File: config.mk
export PLATFORM = sky130hd
export DESIGN_NAME = seg7_scan_driver_flat
export DESIGN_NICKNAME = d
export VERILOG_FILES = /design/src/rtl/seg7_scan_if.sv /design/src/rtl/seg7_scan_driver.sv /design/src/flat_wrapper.sv
export SDC_FILE = /design/constraint.sdc
export NUM_CORES = 1
export LEC_CHECK = 0
export ABC_CLOCK_PERIOD_IN_PS = 3050
export CORE_ASPECT_RATIO = 0.8
export CORE_MARGIN = 1
export CORE_UTILIZATION = 35
export CTS_CLUSTER_SIZE = 12
export DETAILED_ROUTE_END_ITERATION = 12
export SYNTH_ARGS = -nofsm -noshare
export SYNTH_HDL_FRONTEND = slang
export SYNTH_SLANG_ARGS = --single-unit
export TNS_END_PERCENT = 1
File: constraint.sdc
create_clock -name clk -period 3.05 [get_ports clk]
set_input_delay 0.915 -clock clk [delete_from_list [all_inputs] [get_ports clk]]
set_output_delay 0.915 -clock clk [all_outputs]
set_load 0.005 [all_outputs]
File: src/rtl/seg7_scan_if.sv
// Board-side bundle for the multiplexed 7-segment display driver.
// master = core/test side, slave = seg7_scan_driver.
interface seg7_scan_if #(
  parameter int NUM_DIGITS = 8
);
  logic                    load;
  logic [4*NUM_DIGITS-1:0] data;
  logic [NUM_DIGITS-1:0]   dp_in;
  logic                    blank_lz;
  logic [6:0]              seg;
  logic                    dp;
  logic [NUM_DIGITS-1:0]   an;
  logic                    slot_end;

  modport master (
    output load, data, dp_in, blank_lz,
    input  seg, dp, an, slot_end
  );

  modport slave (
    input  load, data, dp_in, blank_lz,
    output seg, dp, an, slot_end
  );
endinterface

File: src/rtl/seg7_scan_driver.sv
// Time-multiplexed hex display driver: shadow latch, slot scan,
// anti-ghost blanking, leading-zero suppression, output polarity.
module seg7_scan_driver #(
  parameter int NUM_DIGITS = 8,
  parameter int SCAN_DIV   = 50000,
  parameter int BLANK_CYC  = 500,
  parameter int ACTIVE_LOW = 1
) (
  input  logic        clk,
  input  logic        reset,
  seg7_scan_if.slave  bus
);

  localparam int CW = (SCAN_DIV > 1) ? $clog2(SCAN_DIV) : 1;
  localparam int IW = (NUM_DIGITS > 1) ? $clog2(NUM_DIGITS) : 1;
  localparam logic [CW-1:0] CNT_MAX = CW'(SCAN_DIV - 1);
  localparam logic [IW-1:0] IDX_MAX = IW'(NUM_DIGITS - 1);
  localparam logic POL = (ACTIVE_LOW != 0);

  logic [4*NUM_DIGITS-1:0] shadow;
  logic [NUM_DIGITS-1:0]   dp_sh;
  logic [CW-1:0]           cnt;
  logic [IW-1:0]           idx;

  logic                  in_blank;
  logic                  upper_nz;
  logic                  lz_hide;
  logic [3:0]            nib;
  logic [6:0]            seg_d;
  logic                  dp_d;
  logic [NUM_DIGITS-1:0] an_d;

  logic [6:0]            seg_q;
  logic                  dp_q;
  logic [NUM_DIGITS-1:0] an_q;

  function automatic logic [6:0] font(input logic [3:0] n);
    logic [6:0] f;
    unique case (n)
      4'h0: f = 7'h3F;
      4'h1: f = 7'h06;
      4'h2: f = 7'h5B;
      4'h3: f = 7'h4F;
      4'h4: f = 7'h66;
      4'h5: f = 7'h6D;
      4'h6: f = 7'h7D;
      4'h7: f = 7'h07;
      4'h8: f = 7'h7F;
      4'h9: f = 7'h6F;
      4'hA: f = 7'h77;
      4'hB: f = 7'h7C;
      4'hC: f = 7'h39;
      4'hD: f = 7'h5E;
      4'hE: f = 7'h79;
      4'hF: f = 7'h71;
    endcase
    return f;
  endfunction

  always_ff @(posedge clk or posedge reset) begin
    if (reset) begin
      shadow <= '0;
      dp_sh  <= '0;
    end else if (bus.load) begin
      shadow <= bus.data;
      dp_sh  <= bus.dp_in;
    end
  end

  always_ff @(posedge clk or posedge reset) begin
    if (reset) begin
      cnt <= '0;
      idx <= '0;
    end else if (cnt == CNT_MAX) begin
      cnt <= '0;
      idx <= (idx == IDX_MAX) ? '0 : idx + 1'b1;
    end else begin
      cnt <= cnt + 1'b1;
    end
  end

  // A digit is suppressed when it and every nibble above it are zero.
  always_comb begin
    in_blank = (int'(cnt) < BLANK_CYC);
    nib      = shadow[{idx, 2'b00} +: 4];
    upper_nz = 1'b0;
    for (int j = 0; j < NUM_DIGITS; j++) begin
      if ((j >= int'(idx)) && (shadow[4*j +: 4] != 4'h0))
        upper_nz = 1'b1;
    end
    lz_hide = bus.blank_lz && (idx != '0) && !upper_nz;
    an_d    = '0;
    seg_d   = '0;
    dp_d    = 1'b0;
    if (!in_blank) begin
      an_d  = NUM_DIGITS'(1) << idx;
      seg_d = lz_hide ? 7'h00 : font(nib);
      dp_d  = dp_sh[idx];
    end
  end

  always_ff @(posedge clk or posedge reset) begin
    if (reset) begin
      seg_q <= {7{POL}};
      dp_q  <= POL;
      an_q  <= {NUM_DIGITS{POL}};
    end else begin
      seg_q <= seg_d ^ {7{POL}};
      dp_q  <= dp_d ^ POL;
      an_q  <= an_d ^ {NUM_DIGITS{POL}};
    end
  end

  assign bus.seg      = seg_q;
  assign bus.dp       = dp_q;
  assign bus.an       = an_q;
  assign bus.slot_end = (cnt == CNT_MAX);

endmodule

File: src/flat_wrapper.sv
// flat-port wrapper written by rule: the top's interface ports become plain ports
module seg7_scan_driver_flat 
#(
  parameter int NUM_DIGITS = 8,
  parameter int SCAN_DIV   = 50000,
  parameter int BLANK_CYC  = 500,
  parameter int ACTIVE_LOW = 1
)
  (clk, reset, bus_load, bus_data, bus_dp_in, bus_blank_lz, bus_seg, bus_dp, bus_an, bus_slot_end);
  seg7_scan_if #(.NUM_DIGITS(NUM_DIGITS)) bus_i ();
  input  logic clk;
  input  logic reset;
  input wire logic [$bits(bus_i.load)-1:0] bus_load;
  input wire logic [$bits(bus_i.data)-1:0] bus_data;
  input wire logic [$bits(bus_i.dp_in)-1:0] bus_dp_in;
  input wire logic [$bits(bus_i.blank_lz)-1:0] bus_blank_lz;
  output wire logic [$bits(bus_i.seg)-1:0] bus_seg;
  output wire logic [$bits(bus_i.dp)-1:0] bus_dp;
  output wire logic [$bits(bus_i.an)-1:0] bus_an;
  output wire logic [$bits(bus_i.slot_end)-1:0] bus_slot_end;
  assign bus_i.load = bus_load;
  assign bus_i.data = bus_data;
  assign bus_i.dp_in = bus_dp_in;
  assign bus_i.blank_lz = bus_blank_lz;
  assign bus_seg = bus_i.seg;
  assign bus_dp = bus_i.dp;
  assign bus_an = bus_i.an;
  assign bus_slot_end = bus_i.slot_end;
  seg7_scan_driver #(.NUM_DIGITS(NUM_DIGITS), .SCAN_DIV(SCAN_DIV), .BLANK_CYC(BLANK_CYC), .ACTIVE_LOW(ACTIVE_LOW)) u_core (.clk(clk), .reset(reset), .bus(bus_i));
endmodule
; After elaboration in Yosys (flattened, before gate mapping)
; Memories as Yosys holds them, arrays and structs flattened.
; Index checks and enable logic that the tools add are counted.
[word_totals]
regBits = 75
mem_bits_ro = 112
mem_count = 1
[mem_list]
columns = memory, depth, word_bits, read_ports, rd_clocked_by_memory_dff, wr, line_no
row1 = (name not given), 16, 7, 1, 0, 0, seg7_scan_driver.sv:39  ; unique case (n)
[op_classes]
add_sub_neg = 2
n_lt_le_gt_ge = 9
n_eq_ne = 2
n_shift = 2
muxes = 16
n_bitwise = 3
n_reduce_logical = 19
[ops]
columns = op, n
row1 = nonzero test 4 bit, 8
row2 = variable part select 32 x 6 -> 4 bit, 1
row3 = "adder 16 x 1 -> 16 bit, second input constant", 1
row4 = "== test 16 bit, second input constant", 1
row5 = "less-than comparator 16 x 9 -> 1 bit, second input constant", 1
row6 = two-way mux 16 bit, 1
row7 = two-way mux 7 bit, 2
row8 = two-way mux 1 bit, 10
row9 = ">= comparator 3 bit, first input constant", 3
row10 = logical AND 1 bit, 9
row11 = two-way mux 8 bit, 1
row12 = inverter 8 bit, 1
row13 = "<< shifter 1 x 3 -> 8 bit, first input constant", 1
row14 = inverter 7 bit, 1
row15 = ">= comparator 1 x 3 -> 1 bit, first input constant", 2
row16 = ">= comparator 2 x 3 -> 1 bit, first input constant", 2
row17 = "less-than comparator 3 x 4 -> 1 bit, second input constant", 1
row18 = "adder 3 x 1 -> 3 bit, second input constant", 1
row19 = binary-select mux 1 bit (select 3 bit), 1
row20 = "== test 3 bit, second input constant", 1
row21 = two-way mux 3 bit, 1
row22 = nonzero test 3 bit, 1
row23 = zero test 1 bit, 1
row24 = inverter 1 bit, 1

; Longest topological paths before layout
[depth]
ltp_word = 15
depth_mapped = 9

; Worst setup path before layout
; Ideal clock, no wire load.
[synth_timing]
path_kind = register -> register
startpoint = reg u_core.idx[0]
endpoint = reg u_core.seg_q[3], in the netlist u_core.bus.seg[3]
arrival_ps = 2073
required_ps = 2981
setup_slack_ps = 908
stages_incl_launch_ff = 10
path_buffers = 1
path_cell_list = dfrtp_1 buf_6 mux4_2 mux2_4 inv_1 ha_1 inv_1 mux2i_1 mux2i_1 nand2b_1
[synth_between]
elab_chain_len = 15
word_cells_on_any_way = 31
[synth_lines]
columns = item, line_no
row1 = from (decl), seg7_scan_driver.sv:23  ; logic [IW-1:0] idx;
row2 = from (signal assigned), seg7_scan_driver.sv:76  ; idx <= (idx == IDX_MAX) ? '0 : idx + 1'b1;
row3 = >= comparator 1 x 3 -> 1 bit, seg7_scan_driver.sv:88  ; if ((j >= int'(idx)) && (shadow[4*j +: 4] != 4'h0))
row4 = logical AND 1 bit, seg7_scan_driver.sv:88
row5 = two-way mux 1 bit (8 in a row), seg7_scan_driver.sv:88
row6 = zero test 1 bit, seg7_scan_driver.sv:91  ; lz_hide = bus.blank_lz && (idx != '0) && !upper_nz;
row7 = logical AND 1 bit, seg7_scan_driver.sv:91
row8 = two-way mux 7 bit *, seg7_scan_driver.sv:97  ; seg_d = lz_hide ? 7'h00 : font(nib);
row9 = two-way mux 7 bit *, seg7_scan_driver.sv:95  ; if (!in_blank) begin
row10 = inverter 7 bit (no line) *, --
row11 = to (signal assigned), seg7_scan_driver.sv:104  ; seg_q <= {7{POL}};
row12 = to (signal assigned), seg7_scan_driver.sv:108  ; seg_q <= seg_d ^ {7{POL}};
row13 = to (decl), seg7_scan_driver.sv:33  ; logic [6:0] seg_q;
; Every way passes the cells marked *; elsewhere a longest branch is shown, timed or not.
; A chain may end at the register's enable or synchronous reset.

; Worst setup path after layout
[layout_timing]
startpoint = reg u_core.cnt[5]
endpoint = out bus_slot_end
[layout_between]
elab_chain_len = 1
[layout_lines]
columns = item, line_no
row1 = from (decl), seg7_scan_driver.sv:22  ; logic [CW-1:0] cnt;
row2 = from (signal assigned), seg7_scan_driver.sv:78  ; cnt <= cnt + 1'b1;
row3 = == test 16 bit, seg7_scan_driver.sv:117  ; assign bus.slot_end = (cnt == CNT_MAX);
row4 = to (decl), flat_wrapper.sv:20  ; output wire logic [$bits(bus_i.slot_end)-1:0] bus_slot_end;
; Every way passes these cells.

==> results.ini <==
[run_status]
status = completed

[timing]
layout_min_cycle_time_ps = 2610
slew_headroom_pct = 48.9
tightest_slew_ps = 763
final_hold_viol_count = 0
slew_viol_final = 0
fin_skew_ps = 7.11
setup_ws_ps = 437
setup_viol = 0
max_clock_freq_mhz = 383
min_period_over_period_pct = 85.7
rsz0062_at_grt = false
whs_ps = 483
setup_tns_ps = 0

[route]
detail_route.iter0.violations = 97
ant_nets = 0
routed_wl_microns = 7600
wl_per_cell_microns = 15.4
first_pass_iters = 4
vias = 2466
drcViolationCount = 0
vias_per_cell = 5.00

[clocking]
clk_latency_ps = 330
cts_htree_levels = 3
cts-root-buf = clkbuf_16
clockBufferDepth = 2
cts_hold_buf = 0
numCtsBuffers = 9
numClockSinks = 75
cts_tree = built
clkTransAtPathRegs_ps = 50

[critical_path]
startpoint = u_core.cnt[5]$_DFF_PP0_
crit_path_start_kind = register
cp_top_family = simple AND/OR/NAND/NOR gates
timing.rr.start = u_core.idx[0]$_DFFE_PP0P_
slowest_stage = dfrtp_2
critical_path.cell_chain = nor2b_2, nand3_1, nor4bb_1, nand2_1, nor3_2, dlymetal6s2s_1
crit_cells = 6
worst_ep_arrival_time_ps = 1700
rr_worst_depth = 8
crit_type = register to output port
end_kind = output port
required_ps = 2130
cp_max_fo = 5
critical_path_buf_inv_count = 1
worst_path_largest_cell_delay_ps = 430

[yosys]
synthCells = 285
yosysUniqueCellTypes = 44
syn_nets = 342
ys_ff_latch = 75
syn_area_sq_um = 3650
yosys_warnings = 0
syn_area_per_cell_sq_um = 12.8
yosysSeqAreaShare_pct = 52.0

[layout]
syn2layout_area_growth_pct = 28.6
multi_input_area_sq_um = 1670
drive_gt1_share_pct = 25.8
fin_nets = 409
register_area_sq_um = 1900
fin_util_pct = 47.4
fillers = 934
n_antenna_cell = 0
stdcell_area_sq_um = 4690
final_cells = 493

[floorplanning]
initial_core_util_pct = 36.9
core-area_sq_um = 9890
floorplan.io_pins = 61
row_count = 32
die-height_microns = 93.3
die_x_microns = 116
die_area_sq_um = 10800

[global_routing]
grt_max_degree = 76
grt_pass1_vias = 2474
grt_overflow_total = 0
grt_pass1_wl_microns = 12800
grtUsageTotal_pct = 15.8
antenna_found_initial = 0

[power]
p_leak_nw = 1.92
vdd_ir_drop_max_mv = 0.245
power_density_nw_per_um2 = 482
p_total_mw = 2.26

[placed_design]
gp_routability_congestion = 0.832
place_inst = 475
post-place-ws_ps = 353
dpl_cell_area_sq_um = 4410
dp_hpwl_microns = 5490
io_buffers = 60

[worst_hold_path]
whs_path_depth = 1
hp-start = u_core.cnt[0]$_DFF_PP0_
hold_path_class = register to register

[job]
drv_cap = 0

==> synth_stat cells (all sizes together) <==
master  number  area [sq um]
or2          1          6.26
and4b        1          10.0
a21oi        2          10.0
nand4        2          12.5
buf         10          52.6
nor4        10          62.6
nor2b        2          12.5
nand2       28           105
xnor2        4          35.0
or2b         1          7.51
nor4bb       1          10.0
nor3b        2          20.0
nand3        8          40.0
a21o         1          7.51
o221ai       3          32.5
o211ai       4          30.0
o41ai        1          8.76
clkbuf       1          3.75
mux2i        8          92.6
dfrtp       59          1480
mux2        43           492
clkinv       1          3.75
dfstp       16           420
a41oi        1          8.76
and3         2          12.5
ha          13           163
nand2b       3          18.8
xor2         8          70.1
nor2        15          56.3
mux4        10           248
nor3         5          25.0
and2         1          6.26
o22ai        1          6.26
inv          7          26.3
and4         1          8.76
o21ai        9          45.0
==> timing repair <==
item,CTS,global route
setup buffers,0,2
gates resized for setup,1,3
setup endpoints to repair,1,1
pin swaps,0,1
==> cells by family after synthesis <==
kind of cell	after synthesis	synth area share (%)
compound gates	22	4.08
xor+xnor	12	2.88
fa+ha+maj	13	4.46
buf+inv	19	2.37
flops	75	52.0
mux	61	22.8
simple gates	83	11.4
==> where the power goes <==
part | leakage [nW] | internal, mW | total (mW) | switching, mW
logic | 0.904 | 0.145 | 0.239 | 0.0940
registers | 0.887 | 1.05 | 1.10 | 0.0447
clock network | 0.130 | 0.545 | 0.926 | 0.381
==> cell type report <==
type	count	area share, %
clock inverter	4	0.427
tap	136	3.63
inverter	8	0.641
clock buffer	12	5.04
timing repair buffer	67	14.1
sequential	75	40.5
multi-input combinational	191	35.6
==> layout by cell type, fill, tap and decap left out, types with 6 or more instances in the layout <==
cell type,n
clkdlybuf4s50_1,58
dfrtp_1,58
mux2_2,41
nand2_1,28
dfstp_2,16
nor2_1,15
ha_1,13
nor4_1,10
clkbuf_16,9
nand3_1,8
xor2_1,8
o21ai_0,8
mux2i_1,7
inv_1,6
mux4_1,6
buf_4,6
==> per-layer routing <==
| layer | global-route usage [%] | share of wire (%) |
|---|---|---|
| met2 | 22.9 | 45 |
| met5 | 0 | 0 |
| met4 | 6.41 | 1.4 |
| met3 | 4.28 | 6.3 |
| met1 | 22.2 | 48 |
==> path summary, 6_finish.rpt <==
kind	slack, ps	endpoint
max	440	bus_slot_end
min	480	u_core.cnt[0]$_DFF_PP0_
max reg2reg	550	u_core.bus.seg[3]$_DFF_PP1_
min reg2reg	480	u_core.cnt[0]$_DFF_PP0_
max in group asynchronous	1710	u_core.bus.seg[4]$_DFF_PP1_
min in group asynchronous	1000	u_core.cnt[10]$_DFF_PP0_
==> registers in the layout, summed over array words and instances, names as in the netlist <==
register        cells
u_core.idx          3
u_core.cnt         16
u_core.bus.dp       1
u_core.bus.seg      7
u_core.bus.an       8
u_core.dp_sh        8
u_core.shadow      32
Note: power is estimated with default switching activity, not from simulation.
